===== config.mk =====
export PLATFORM = sky130hd
export DESIGN_NAME = apb_master_bridge_flat
export DESIGN_NICKNAME = d
export VERILOG_FILES = /design/src/rtl/apb_pkg.sv /design/src/rtl/apb_master_bridge_if.sv /design/src/rtl/apb_wdog_cntr.sv /design/src/rtl/apb_master_bridge.sv /design/src/flat_wrapper.sv
export SDC_FILE = /design/constraint.sdc
export NUM_CORES = 1
export LEC_CHECK = 0
export ABC_AREA = 1
export CORE_MARGIN = 3
export CORE_UTILIZATION = 63
export DETAILED_ROUTE_END_ITERATION = 12
export DONT_BUFFER_PORTS = 1
export GPL_ROUTABILITY_DRIVEN = 0
export PLACE_DENSITY = 0.88
export SLEW_MARGIN = 20
export SYNTH_ARGS = -nofsm -noshare
export SYNTH_HDL_FRONTEND = slang
export SYNTH_SLANG_ARGS = --single-unit
export TNS_END_PERCENT = 10

===== constraint.sdc =====
create_clock -name pclk -period 3.25 [get_ports pclk]
set_input_delay 0.4875 -clock pclk [delete_from_list [all_inputs] [get_ports pclk]]
set_output_delay 0.4875 -clock pclk [all_outputs]
set_load 0.005 [all_outputs]

===== src/rtl/apb_pkg.sv =====
// apb_pkg: shared state encoding and width helpers for the APB master bridge.
package apb_pkg;
  typedef enum logic [1:0] {IDLE = 2'b00, SETUP = 2'b01, ACCESS = 2'b10, RESP = 2'b11} state_t;
  localparam int ADDR_WDTH_D = 8;
  localparam int SEL_LSB_D = 6;
  localparam int TIMEOUT_D = 16;
  function automatic int cnt_width(input int timeout);
    return timeout > 0 ? $clog2(timeout + 1) : 1;
  endfunction
  localparam int SEL_W = ADDR_WDTH_D - SEL_LSB_D;
  localparam int CNT_W = cnt_width(TIMEOUT_D);
endpackage


===== src/rtl/apb_master_bridge_if.sv =====
// apb_master_bridge_if: request/response side plus APB master bus of the bridge.
interface apb_master_bridge_if #(
  parameter int DATA_WDTH = 32,
  parameter int ADDR_WDTH = 8,
  parameter int NUM_SLV = 2
);
  logic req_valid;
  logic req_ready;
  logic req_write;
  logic [ADDR_WDTH-1:0] req_addr;
  logic [DATA_WDTH-1:0] req_wdata;
  logic rsp_valid;
  logic [DATA_WDTH-1:0] rsp_rdata;
  logic rsp_err;
  logic [NUM_SLV-1:0] psel;
  logic penable;
  logic pwrite;
  logic [ADDR_WDTH-1:0] paddr;
  logic [DATA_WDTH-1:0] pwdata;
  logic [NUM_SLV*DATA_WDTH-1:0] prdata_bus;
  logic [NUM_SLV-1:0] pready_bus;
  logic [NUM_SLV-1:0] pslverr_bus;
  modport master (
    input req_valid, req_write, req_addr, req_wdata, prdata_bus, pready_bus, pslverr_bus,
    output req_ready, rsp_valid, rsp_rdata, rsp_err, psel, penable, pwrite, paddr, pwdata
  );
  modport slave (
    output req_valid, req_write, req_addr, req_wdata, prdata_bus, pready_bus, pslverr_bus,
    input req_ready, rsp_valid, rsp_rdata, rsp_err, psel, penable, pwrite, paddr, pwdata
  );
endinterface


===== src/rtl/apb_wdog_cntr.sv =====
// apb_wdog_cntr: ACCESS-cycle counter flagging the last cycle before a transfer is aborted.
module apb_wdog_cntr import apb_pkg::*; #(
  parameter int TIMEOUT = TIMEOUT_D,
  parameter int WIDTH = CNT_W
) (
  input logic clk,
  input logic rst,
  input logic clr,
  input logic en,
  output logic expired
);
  logic [WIDTH-1:0] count;
  always_ff @(posedge clk or posedge rst) begin
    if (rst) count <= '0;
    else count <= clr ? '0 : en ? count + 1'b1 : count;
  end
  assign expired = (TIMEOUT != 0) && (count == WIDTH'(TIMEOUT - 1));
endmodule


===== src/rtl/apb_master_bridge.sv =====
// apb_master_bridge: valid/ready request to multi-slave APB transfer with decode and watchdog.
module apb_master_bridge import apb_pkg::*; #(
  parameter int DATA_WDTH = 32,
  parameter int ADDR_WDTH = ADDR_WDTH_D,
  parameter int NUM_SLV = 2,
  parameter int SEL_LSB = SEL_LSB_D,
  parameter int TIMEOUT = TIMEOUT_D
) (
  input logic pclk,
  input logic preset,
  apb_master_bridge_if.master bus
);
  localparam int SW = ADDR_WDTH - SEL_LSB;
  localparam int CW = cnt_width(TIMEOUT);
  state_t state;
  logic [SW-1:0] idx;
  logic hit_rdy, hit_err, expired;
  logic [DATA_WDTH-1:0] hit_rdata;
  assign idx = bus.req_addr[ADDR_WDTH-1:SEL_LSB];
  assign bus.req_ready = state == IDLE;
  // psel is one-hot during ACCESS, so masking with it selects the addressed slave
  assign hit_rdy = |(bus.pready_bus & bus.psel);
  assign hit_err = |(bus.pslverr_bus & bus.psel);
  always_comb begin
    hit_rdata = '0;
    for (int i = 0; i < NUM_SLV; i++)
      hit_rdata = hit_rdata | (bus.psel[i] ? bus.prdata_bus[i*DATA_WDTH +: DATA_WDTH] : '0);
  end
  apb_wdog_cntr #(.TIMEOUT(TIMEOUT), .WIDTH(CW)) u_wdog (
    .clk(pclk),
    .rst(preset),
    .clr(state == RESP),
    .en(state == ACCESS),
    .expired(expired)
  );
  always_ff @(posedge pclk or posedge preset) begin
    if (preset) begin
      state <= IDLE;
      bus.psel <= '0;
      bus.penable <= 1'b0;
      bus.pwrite <= 1'b0;
      bus.paddr <= '0;
      bus.pwdata <= '0;
      bus.rsp_valid <= 1'b0;
      bus.rsp_rdata <= '0;
      bus.rsp_err <= 1'b0;
    end else begin
      case (state)
        IDLE: if (bus.req_valid) begin
          bus.pwrite <= bus.req_write;
          bus.paddr <= bus.req_addr;
          bus.pwdata <= bus.req_wdata;
          if (32'(idx) < NUM_SLV) begin
            bus.psel <= NUM_SLV'(1) << idx;
            state <= SETUP;
          end else begin
            bus.rsp_valid <= 1'b1;
            bus.rsp_err <= 1'b1;
            bus.rsp_rdata <= '0;
            state <= RESP;
          end
        end
        SETUP: begin
          bus.penable <= 1'b1;
          state <= ACCESS;
        end
        ACCESS: if (hit_rdy || expired) begin
          bus.psel <= '0;
          bus.penable <= 1'b0;
          bus.rsp_valid <= 1'b1;
          bus.rsp_err <= hit_rdy ? hit_err : 1'b1;
          bus.rsp_rdata <= (hit_rdy && !bus.pwrite) ? hit_rdata : '0;
          state <= RESP;
        end
        default: begin
          bus.rsp_valid <= 1'b0;
          state <= IDLE;
        end
      endcase
    end
  end
endmodule


===== src/flat_wrapper.sv =====
// flat-port wrapper written by rule: the top's interface ports become plain ports
module apb_master_bridge_flat import apb_pkg::*;
#(
  parameter int DATA_WDTH = 32,
  parameter int ADDR_WDTH = ADDR_WDTH_D,
  parameter int NUM_SLV = 2,
  parameter int SEL_LSB = SEL_LSB_D,
  parameter int TIMEOUT = TIMEOUT_D
)
  (pclk, preset, bus_req_valid, bus_req_write, bus_req_addr, bus_req_wdata, bus_prdata_bus, bus_pready_bus, bus_pslverr_bus, bus_req_ready, bus_rsp_valid, bus_rsp_rdata, bus_rsp_err, bus_psel, bus_penable, bus_pwrite, bus_paddr, bus_pwdata);
  apb_master_bridge_if #(.DATA_WDTH(DATA_WDTH), .ADDR_WDTH(ADDR_WDTH), .NUM_SLV(NUM_SLV)) bus_i ();
  input logic pclk;
  input logic preset;
  input wire logic [$bits(bus_i.req_valid)-1:0] bus_req_valid;
  input wire logic [$bits(bus_i.req_write)-1:0] bus_req_write;
  input wire logic [$bits(bus_i.req_addr)-1:0] bus_req_addr;
  input wire logic [$bits(bus_i.req_wdata)-1:0] bus_req_wdata;
  input wire logic [$bits(bus_i.prdata_bus)-1:0] bus_prdata_bus;
  input wire logic [$bits(bus_i.pready_bus)-1:0] bus_pready_bus;
  input wire logic [$bits(bus_i.pslverr_bus)-1:0] bus_pslverr_bus;
  output wire logic [$bits(bus_i.req_ready)-1:0] bus_req_ready;
  output wire logic [$bits(bus_i.rsp_valid)-1:0] bus_rsp_valid;
  output wire logic [$bits(bus_i.rsp_rdata)-1:0] bus_rsp_rdata;
  output wire logic [$bits(bus_i.rsp_err)-1:0] bus_rsp_err;
  output wire logic [$bits(bus_i.psel)-1:0] bus_psel;
  output wire logic [$bits(bus_i.penable)-1:0] bus_penable;
  output wire logic [$bits(bus_i.pwrite)-1:0] bus_pwrite;
  output wire logic [$bits(bus_i.paddr)-1:0] bus_paddr;
  output wire logic [$bits(bus_i.pwdata)-1:0] bus_pwdata;
  assign bus_i.req_valid = bus_req_valid;
  assign bus_i.req_write = bus_req_write;
  assign bus_i.req_addr = bus_req_addr;
  assign bus_i.req_wdata = bus_req_wdata;
  assign bus_i.prdata_bus = bus_prdata_bus;
  assign bus_i.pready_bus = bus_pready_bus;
  assign bus_i.pslverr_bus = bus_pslverr_bus;
  assign bus_req_ready = bus_i.req_ready;
  assign bus_rsp_valid = bus_i.rsp_valid;
  assign bus_rsp_rdata = bus_i.rsp_rdata;
  assign bus_rsp_err = bus_i.rsp_err;
  assign bus_psel = bus_i.psel;
  assign bus_penable = bus_i.penable;
  assign bus_pwrite = bus_i.pwrite;
  assign bus_paddr = bus_i.paddr;
  assign bus_pwdata = bus_i.pwdata;
  apb_master_bridge #(.DATA_WDTH(DATA_WDTH), .ADDR_WDTH(ADDR_WDTH), .NUM_SLV(NUM_SLV), .SEL_LSB(SEL_LSB), .TIMEOUT(TIMEOUT)) u_core (.pclk(pclk), .preset(preset), .bus(bus_i));
endmodule

==> impl_metrics.py <==
metrics = {
    "logic_synthesis": {
        "syn-instance-count": 495,
        "synth-seq-cells": 85,
        "syn_nets": 613,
        "async_flop_share_pct": 100,
        "synth_area_um2": 4250,
        "synth_flop_cell": "dfrtp_1",
        "synth_edf_count": 0,
        "synth_cell_types": 24,
        "seq_area_frac_synth_pct": 50.1,
        "syn_avg_cell_area_um2": 8.58,
        "ys_warn_count": 0,
    },
    "pwr": {
        "intPower_mw": 2.32,
        "p_clk_share_pct": 20.4,
        "ir_drop_mv": 0.579,
        "p_per_area_nw_per_um2": 894,
        "p_leak_nw": 2.24,
        "switching_power_mw": 1.65,
        "p_comb_share_pct": 36.9,
        "swShare_pct": 41.6,
        "seqPwrFrac_pct": 42.7,
    },
    "finish": {
        "fin_nets": 601,
        "drive_gt1_share_pct": 7.58,
        "n_fill_cell": 506,
        "area_growth_pct": 4.57,
        "diodes": 0,
        "layoutNonFillerInstCount": 565,
    },
    "clocking": {
        "clock_latency_ns": 0.34,
        "post_cts_resized": 0,
        "cts_buffer_depth": 2,
        "post_cts_buffers": 0,
        "cts.clk_slew.worst_paths_ns": 0.09,
        "cts_tree": "yes",
        "clock_sinks": 85,
        "ctsHoldBuffers": 1,
        "cts_buffers": 9,
        "htreeDepth": 3,
        "cts_root_buffer": "clkbuf_8",
    },
    "place": {
        "dpl.cell_count": 548,
        "port_buffers": 0,
        "dp_hpwl_um": 6860,
    },
    "floorplan": {
        "die_y_um": 88.1,
        "initial_core_util_pct": 66.1,
        "num_rows": 29,
        "dieArea_um2": 7760,
        "fp.dieW_um": 88.1,
        "core_um2": 6420,
        "io_pins": 191,
    },
    "sta": {
        "setup_viol": 0,
        "tightest_slew_ns": 0.922,
        "max_freq_ghz": 0.451,
        "hold_viol": 0,
        "finClkSkew_ns": 0.00933,
        "slew_violations": 0,
        "setup_tns_ns": 0,
        "finalCritPeriodShare_pct": 68.2,
        "fin_crit_ns": 2.22,
        "rsz0062_at_grt": "false",
        "fin_hold_ws_ns": 0.268,
        "slew_headroom_pct": 38.3,
    },
    "routing": {
        "drt_iter0_drc": 118,
        "wl_per_cell_um": 16.8,
        "drc_errors": 0,
        "wirelength_um": 9500,
        "dr.pass1.iters": 5,
        "vias": 3208,
        "vias_per_cell": 5.68,
        "ant_nets": 0,
    },
    "critical_path": {
        "timing.critical_path.buf_inv": 1,
        "worstPathMaxFanout": 43,
        "cp.arrival_ns": 2.44,
        "crit_path_start_kind": "register",
        "cp_cell_sequence": "inv_1 -> ha_1 -> nand2_2 -> mux2_1",
        "crit_start": "u_core.state[1]",
        "cp_slowest_cell": "nand2_2",
        "path_class": "register to register",
        "worstPathRequired_ns": 3.47,
        "crit_family": "simple AND/OR/NAND/NOR gates",
        "cp-end-kind": "register",
        "max_stage_delay_ns": 0.62,
        "r2r_start": "u_core.state[1]",
    },
    "hold_path": {
        "hold_class": "input port to register",
        "hp-start": "bus_req_wdata[1]",
    },
    "grt": {
        "grt_overflow": 0,
        "grt_pass1_vias": 3031,
        "antenna_found_initial": 0,
        "grt_pass1_wl_um": 14300,
        "grt_max_degree": 44,
        "track_usage_pct": 24.1,
    },
    "job": {
        "drv_cap": 0,
    },
    "run_status": {
        "status": "complete, no violations",
    },
}
## path summary, 6_finish.rpt
check                      cells after the start                       end  slack [ns]
max in group asynchronous                      3  u_core.bus.rsp_rdata[24]        1.96
setup / recovery                               4     u_core.bus.pwdata[26]        1.03
hold reg to reg                                2    u_core.u_wdog.count[4]        0.52
hold / removal                                 1      u_core.bus.pwdata[1]        0.27
setup reg to reg                               4     u_core.bus.pwdata[26]        1.03
min in group asynchronous                      2      u_core.bus.pwdata[6]        0.55
## power groups by stage
| stage | Clock [mW] | Combinational [mW] | Sequential [mW] |
|---|---|---|---|
| finish | 0.810 | 1.46 | 1.70 |
| global route | 0.880 | 1.66 | 1.74 |
| CTS | 0.825 | 1.48 | 1.71 |
| detailed placement | 0 | 1.48 | 1.71 |
| global placement | 0 | 1.41 | 1.71 |
| floorplan | 0 | 1.29 | 1.61 |
## registers in the layout, indices dropped and copies added (netlist names)
name and count:
u_core.bus.paddr 8, u_core.bus.penable 1, u_core.bus.psel 2, u_core.bus.pwdata 32, u_core.bus.pwrite 1, u_core.bus.rsp_err 1
u_core.bus.rsp_rdata 32, u_core.bus.rsp_valid 1, u_core.state 2, u_core.u_wdog.count 5
## logic make-up after synthesis
group                    synth area share [%]
AND/OR/NAND/NOR                          27.2
flip-flops                               50.1
buffers and inverters                    8.58
multiplexers                             10.3
AO/OA/AOI/OAI                            2.03
adder cells (fa/ha/maj)                  1.77
## synth_stat cells, types with 4 or more instances
master     n  area share, %
buf_4      4           0.71
nand4_1   37            5.5
buf_2     21            2.5
nor3_1     5           0.59
nand3_1    5           0.59
nor2_1    34            3.0
nand2_1  184             16
a21oi_1    6           0.71
inv_1     44            3.9
o21ai_0    6           0.71
buf_6      4            1.1
ha_1       6            1.8
dfrtp_1   85             50
mux2_1    36            9.5
## stage by stage
step | setup slack [ns] | cell area [um^2] | power (mW) | utilization (%)
after detailed placement | 1.04 | 4210 | 3.19 | 65.5
after global placement | 1.12 | 4210 | 3.11 | 65.5
after floorplan | 0.569 | 4250 | 2.90 | -
final | 1.03 | 4440 | 3.97 | 69.1
after global routing | 0.855 | 4440 | 4.28 | 69.1
after CTS | 1.02 | 4440 | 4.01 | 69.1
## cell type report
class / instances / area (um^2) / share of cell area, %
Tap cell: 77 / 96.3 / 2.17
Sequential cell: 85 / 2130 / 47.9
Inverter: 47 / 178 / 4.00
Clock inverter: 6 / 93.8 / 2.11
Clock buffer: 10 / 128 / 2.87
Multi-Input combinational cell: 332 / 1750 / 39.5
Timing Repair Buffer: 8 / 62.6 / 1.41
## routing by layer
layer | vias up | routed length (um) | global-route usage [%]
li1 | 1544 | - | -
met1 | 1457 | 3530 | 26.5
met2 | 192 | 4520 | 40.0
met3 | 15 | 1310 | 13.0
met4 | 0 | 134 | 8.38
met5 | - | 0 | 0
## placed cells by master, fill, tap and decap left out, types with 6 or more instances in the layout
cell,instances
o21ai_0,6
ha_1,6
nand4_1,37
mux2_1,36
clkbuf_8,9
nand2_1,184
nor2_1,34
a21oi_1,6
dfrtp_1,85
buf_4,7
inv_1,43
Power figures use the tool's default switching activity.
